### src/rtl/i2c_ctrl_pkg.sv
// Shared definitions for the I2C burst controller: FSM state encoding,
// default tuning constants and the chunk-length helper.
package i2c_ctrl_pkg;

  typedef enum logic [1:0] {
    StIdle,
    StIssue,
    StWait
  } ctrl_state_e;

  localparam int unsigned DefMaxChunk   = 16;
  localparam int unsigned DefMaxRetry   = 7;
  localparam int unsigned DefWdogCycles = 4095;

  // Length field (bytes minus 1) of the next chunk given the bytes still owed.
  function automatic logic [7:0] chunk_len(input logic [8:0] rem, input logic [8:0] max_chunk);
    logic [8:0] n;
    n = (rem > max_chunk) ? max_chunk : rem;
    return 8'(n - 9'd1);
  endfunction

endpackage

### src/rtl/i2c_burst_ctrl.sv
// Splits a burst request of up to 256 bytes into I2C transactions of at most
// MAX_CHUNK bytes, re-issuing a chunk on engine failure or watchdog timeout
// up to MAX_RETRY times before aborting the burst. All outputs are registered.
module i2c_burst_ctrl
  import i2c_ctrl_pkg::*;
#(
  parameter int unsigned MAX_CHUNK   = DefMaxChunk,
  parameter int unsigned MAX_RETRY   = DefMaxRetry,
  parameter int unsigned WDOG_CYCLES = DefWdogCycles
) (
  input  logic        clk,
  input  logic        rst_n,
  input  logic        burst_req_vld,
  input  logic [1:0]  burst_cmd,
  input  logic [19:0] burst_address,
  input  logic [7:0]  burst_len,
  input  logic        i2c_fsm_complete,
  input  logic        i2c_fsm_failed,
  output logic        de_mux_i2c_tr_vld,
  output logic [1:0]  de_mux_i2c_cmd,
  output logic [19:0] de_mux_i2c_address,
  output logic [7:0]  de_mux_i2c_len,
  output logic        burst_busy,
  output logic        burst_done,
  output logic        burst_failed,
  output logic [2:0]  burst_retry_cnt
);

  localparam int unsigned      WdogW    = $clog2(WDOG_CYCLES + 1);
  localparam logic [8:0]       ChunkMax = 9'(MAX_CHUNK);
  localparam logic [2:0]       RetryMax = 3'(MAX_RETRY);
  // Watchdog fires in the WDOG_CYCLES-th WAIT cycle counted from the issue cycle.
  localparam logic [WdogW-1:0] WdogLast = WdogW'(WDOG_CYCLES - 1);

  ctrl_state_e      state_q, state_d;
  logic [1:0]       cmd_q, cmd_d;
  logic [19:0]      addr_q, addr_d;
  logic [8:0]       rem_q, rem_d;
  logic [WdogW-1:0] wdog_q, wdog_d;
  logic [2:0]       retry_q, retry_d;
  logic             tr_vld_q, tr_vld_d;
  logic [1:0]       out_cmd_q, out_cmd_d;
  logic [19:0]      out_addr_q, out_addr_d;
  logic [7:0]       out_len_q, out_len_d;
  logic             busy_q, busy_d;
  logic             done_q, done_d;
  logic             failed_q, failed_d;

  logic             chunk_fail;
  logic [8:0]       rem_after;

  // Next-state and output-register decode.
  always_comb begin
    state_d    = state_q;
    cmd_d      = cmd_q;
    addr_d     = addr_q;
    rem_d      = rem_q;
    wdog_d     = wdog_q;
    retry_d    = retry_q;
    tr_vld_d   = 1'b0;
    out_cmd_d  = out_cmd_q;
    out_addr_d = out_addr_q;
    out_len_d  = out_len_q;
    busy_d     = busy_q;
    done_d     = 1'b0;
    failed_d   = 1'b0;
    // Failure wins over a simultaneous complete.
    chunk_fail = i2c_fsm_failed || (wdog_q == WdogLast);
    rem_after  = rem_q - (9'(out_len_q) + 9'd1);

    unique case (state_q)
      StIdle: begin
        if (burst_req_vld) begin
          cmd_d   = burst_cmd;
          addr_d  = burst_address;
          rem_d   = 9'(burst_len) + 9'd1;
          retry_d = 3'd0;
          busy_d  = 1'b1;
          state_d = StIssue;
        end
      end
      StIssue: begin
        tr_vld_d   = 1'b1;
        out_cmd_d  = cmd_q;
        out_addr_d = addr_q;
        out_len_d  = chunk_len(rem_q, ChunkMax);
        wdog_d     = '0;
        state_d    = StWait;
      end
      StWait: begin
        wdog_d = wdog_q + 1'b1;
        // Follow-on issues are launched straight from the response edge so the
        // next chunk leaves one cycle after the pulse.
        if (chunk_fail) begin
          wdog_d = '0;
          if (retry_q < RetryMax) begin
            retry_d  = retry_q + 3'd1;
            tr_vld_d = 1'b1;
          end else begin
            failed_d = 1'b1;
            busy_d   = 1'b0;
            state_d  = StIdle;
          end
        end else if (i2c_fsm_complete) begin
          rem_d   = rem_after;
          retry_d = 3'd0;
          wdog_d  = '0;
          if (rem_after != 9'd0) begin
            tr_vld_d  = 1'b1;
            out_len_d = chunk_len(rem_after, ChunkMax);
          end else begin
            done_d  = 1'b1;
            busy_d  = 1'b0;
            state_d = StIdle;
          end
        end
      end
      default: state_d = StIdle;
    endcase
  end

  // State and output registers; reset clears everything without pulsing.
  always_ff @(posedge clk or negedge rst_n) begin
    if (!rst_n) begin
      state_q    <= StIdle;
      cmd_q      <= '0;
      addr_q     <= '0;
      rem_q      <= '0;
      wdog_q     <= '0;
      retry_q    <= '0;
      tr_vld_q   <= 1'b0;
      out_cmd_q  <= '0;
      out_addr_q <= '0;
      out_len_q  <= '0;
      busy_q     <= 1'b0;
      done_q     <= 1'b0;
      failed_q   <= 1'b0;
    end else begin
      state_q    <= state_d;
      cmd_q      <= cmd_d;
      addr_q     <= addr_d;
      rem_q      <= rem_d;
      wdog_q     <= wdog_d;
      retry_q    <= retry_d;
      tr_vld_q   <= tr_vld_d;
      out_cmd_q  <= out_cmd_d;
      out_addr_q <= out_addr_d;
      out_len_q  <= out_len_d;
      busy_q     <= busy_d;
      done_q     <= done_d;
      failed_q   <= failed_d;
    end
  end

  assign de_mux_i2c_tr_vld  = tr_vld_q;
  assign de_mux_i2c_cmd     = out_cmd_q;
  assign de_mux_i2c_address = out_addr_q;
  assign de_mux_i2c_len     = out_len_q;
  assign burst_busy         = busy_q;
  assign burst_done         = done_q;
  assign burst_failed       = failed_q;
  assign burst_retry_cnt    = retry_q;

endmodule

### config.mk
export PLATFORM = sky130hd
export DESIGN_NAME = i2c_burst_ctrl
export DESIGN_NICKNAME = d
export VERILOG_FILES = /design/src/rtl/i2c_ctrl_pkg.sv /design/src/rtl/i2c_burst_ctrl.sv
export SDC_FILE = /design/constraint.sdc
export NUM_CORES = 1
export LEC_CHECK = 0
export BUFFER_PORTS_ARGS = -buffer_cell sky130_fd_sc_hd__buf_2
export CAP_MARGIN = 20
export CORE_MARGIN = 10
export CORE_UTILIZATION = 45
export DETAILED_ROUTE_END_ITERATION = 12
export GPL_TIMING_DRIVEN = 0
export PLACE_DENSITY_LB_ADDON = 0.05
export SETUP_SLACK_MARGIN = 0.4
export SLEW_MARGIN = 20
export SYNTH_ARGS = -nofsm -noshare
export SYNTH_HDL_FRONTEND = slang
export SYNTH_SLANG_ARGS = --single-unit
### constraint.sdc
create_clock -name clk -period 5.7 [get_ports clk]
set_clock_uncertainty 0.2 [all_clocks]
set_input_delay 1.14 -clock clk [delete_from_list [all_inputs] [get_ports clk]]
set_output_delay 1.14 -clock clk [all_outputs]
set_load 0.1 [all_outputs]
==> run_results.csv <==
group,metric,value,unit
yosys,synth-edff-count,0,
worst_hold_path,hold_path_end,"de_mux_i2c_address[15]",
cts,cts_setup_buffers,0,
routing,ant_nets,0,
die,fp.dieH,117,um
grt,grt_max_degree,60,
setup_path,timing.rr.start,"de_mux_i2c_len[0]",
run,maxCapViolCount,0,
yosys,ys_types,56,
routing,vias,3103,
yosys,synth_most_common_cell,"dfrtp_1",
yosys,avgSynthCellArea,11.0,um^2
yosys,synth_nets,437,
yosys,ys_warn_count,0,
setup_path,cp_slowest_stage_delay,0.44,ns
die,core_area,9240,um^2
sta,tightest_slew,0.633,ns
sta,hold_slack,0.303,ns
setup_path,cpMaxStageDelayCell,"fa_1",
yosys,synth_area,4250,um^2
setup_path,regToRegEndpoint,"de_mux_i2c_len[4]",
cells_and_area,fill_cells,881,
grt,grt_pass1_wl,15.7,mm
cts,root_buffer,"clkbuf_8",
yosys,yosys_register_bits,82,
routing,wl_per_cell,15.7,um
routing,drt_wl_total,9.43,mm
setup_path,crit_type,"reg2reg",
cts,clkTransAtPathRegs,0.10,ns
die,fp.dieArea,13700,um^2
place,gp_congestion,0.837,
cells_and_area,final_cells,602,
worst_hold_path,hp-start,"de_mux_i2c_address[15]",
cts,clk_latency,0.36,ns
cts,cts_sinks,82,
grt,grt_pass1_vias,3131,
setup_path,cp-start-kind,"register",
sta,fin_setup_tns,0,ns
yosys,synthFlopType,"dfrtp_1",
yosys,syn_inst,385,
yosys,synth.area.top_cells,"dfrtp_1 (48%), mux2_2 (14%), ha_1 (4.7%)",
cells_and_area,area_growth,17.8,%
sta,setup-violations-final,0,
setup_path,path_cells,"inv_1, ha_1, fa_1, xnor2_1, nor3b_2, o2111ai_1, o211ai_1, nand4_4, inv_1, a22oi_1, ha_1, o211ai_2, xnor2_1, mux2_2",
cts,postCtsHoldBufs,0,
setup_path,critPathMaxFanout,7,
cts,h-tree-depth,3,
setup_path,r2r_setup_slack,2.03,ns
cts,cts_buffer_depth,2,
routing,drt_first_pass_iters,4,
die,pin_count,72,
sta,grt_setup_unrepaired,"false",
cells_and_area,finalNetCount,520,
yosys,synthArstFlopShare,100,%
sta,hold_violations,0,
setup_path,reg2reg_depth,14,
worst_hold_path,min_path_type,"reg2reg",
die,die_w,117,um
yosys,synth_top_area_cell,"dfrtp_1",
cts,cts_resized,0,
cells_and_area,antenna_cells,0,
yosys,synth_top_area_share,48.3,%
routing,drc,0,
place,dp_hpwl,7.05,mm
setup_path,cp_data_arrival_time,3.73,ns
routing,drtIter0Drc,114,
sta,fin_crit,3.67,ns
cts,cts_buffers,9,
yosys,synthTopCellsByCount,"dfrtp_1 (82), mux2_2 (54), nor2_1 (27), nand2_1 (25), o21ai_0 (20)",
grt,antenna_found_initial,0,
sta,fin_crit_sh,64.4,%
worst_hold_path,whs_path_depth,1,
yosys,synth-seq-area-share,48.3,%
setup_path,required,5.75,ns
cells_and_area,drive_above_1_share,33.0,%
die,row_count,35,
place,port-buffer-count,71,
run_status,status,"finished, final reports clean",
setup_path,end_kind,"register",
place,dp_cells,586,
cts,cts_tree,"yes",
setup_path,crit_start,"de_mux_i2c_len[0]",
routing,routed_via_density,5.15,
sta,max_freq,272,MHz
sta,maxSlewViolCount,0,
grt,grt_usage,14.4,%
die,initial_core_util,46.0,%
grt,overflow,0,
sta,relSlewSlack,57.8,%
## metal layers
layer	GRT usage [%]	up-vias	share of wire [%]	wire length [um]
met1	19.2	1487	47	4450
met5	0	-	0	0
met2	21.5	76	44	4150
met3	5.81	8	8.0	756
met4	3.46	0	0.87	82
li1	-	1532	-	-
## state kept, by name, indices dropped and copies added, names as in the netlist, 2 cells and up
| register | flops |
|---|---|
| addr_q | 20 |
| de_mux_i2c_address | 20 |
| wdog_q | 12 |
| rem_q | 9 |
| de_mux_i2c_len | 8 |
| burst_retry_cnt | 3 |
| cmd_q | 2 |
| de_mux_i2c_cmd | 2 |
| state_q | 2 |
## worst max path at each step
stage,end,cells after the start
final,de_mux_i2c_len[4],14
after detailed placement,de_mux_i2c_len[4],13
after floorplan,de_mux_i2c_len[4],14
after global routing,de_mux_i2c_len[4],14
after CTS,de_mux_i2c_len[4],14
after global placement,de_mux_i2c_len[4],13
## cell type report
class / count / area [um^2] / share of cell area [%]
Buffer: 14 / 58.8 / 1.17
Clock buffer: 10 / 138 / 2.75
Clock inverter: 6 / 72.6 / 1.45
Inverter: 18 / 67.6 / 1.35
Multi-Input combinational cell: 271 / 2070 / 41.4
Sequential cell: 82 / 2050 / 41.0
Tap cell: 129 / 161 / 3.22
Timing Repair Buffer: 72 / 385 / 7.69
## per-stage QoR
stage / cell area [um^2] / utilization (%) / worst slack, ns
detailed placement: 4800 / 51.9 / 2.07
CTS: 5010 / 54.2 / 2.04
finish: 5010 / 54.2 / 2.03
global route: 5010 / 54.2 / 1.77
global placement: 4770 / 51.6 / 2.11
floorplan: 4250 / - / 1.77
## critical path, delay by kind of cell, from the launching register on
family | cells | cell delay, ns
simple gates | 2 | 0.58
buf+inv | 2 | 0.18
compound gates | 4 | 0.62
flops | 1 | 0.37
fa+ha+maj | 3 | 0.94
xor+xnor | 2 | 0.42
mux | 1 | 0.26
## layout by cell type, fill, tap and decap left out, types with 3 or more instances in the layout
cell type  instances
a21o_1             5
a21oi_1           13
and2_1             5
and3_1             6
buf_2             72
clkbuf_1           9
clkbuf_8          10
dfrtp_1           82
ha_1              16
inv_1             18
mux2_2            54
mux2i_1            4
nand2_1           25
nand3_1           16
nand4_1            4
nor2_1            27
nor2b_1            3
nor3_1             6
o211ai_1           4
o21ai_0           20
o21ai_1            3
o31ai_1            4
xnor2_1           11
xor2_1            10
## logic make-up after synthesis
family | after synthesis | share of synthesized area [%]
flip-flops | 82 | 48.3
XOR/XNOR | 21 | 4.33
buffers and inverters | 32 | 2.97
AO/OA/AOI/OAI | 69 | 11.2
multiplexers | 59 | 15.5
adder cells (fa/ha/maj) | 17 | 5.18
AND/OR/NAND/NOR | 105 | 12.6
Power is not shown: default switching activity piles up to over one toggle a cycle in this logic, so the estimate is an artifact.
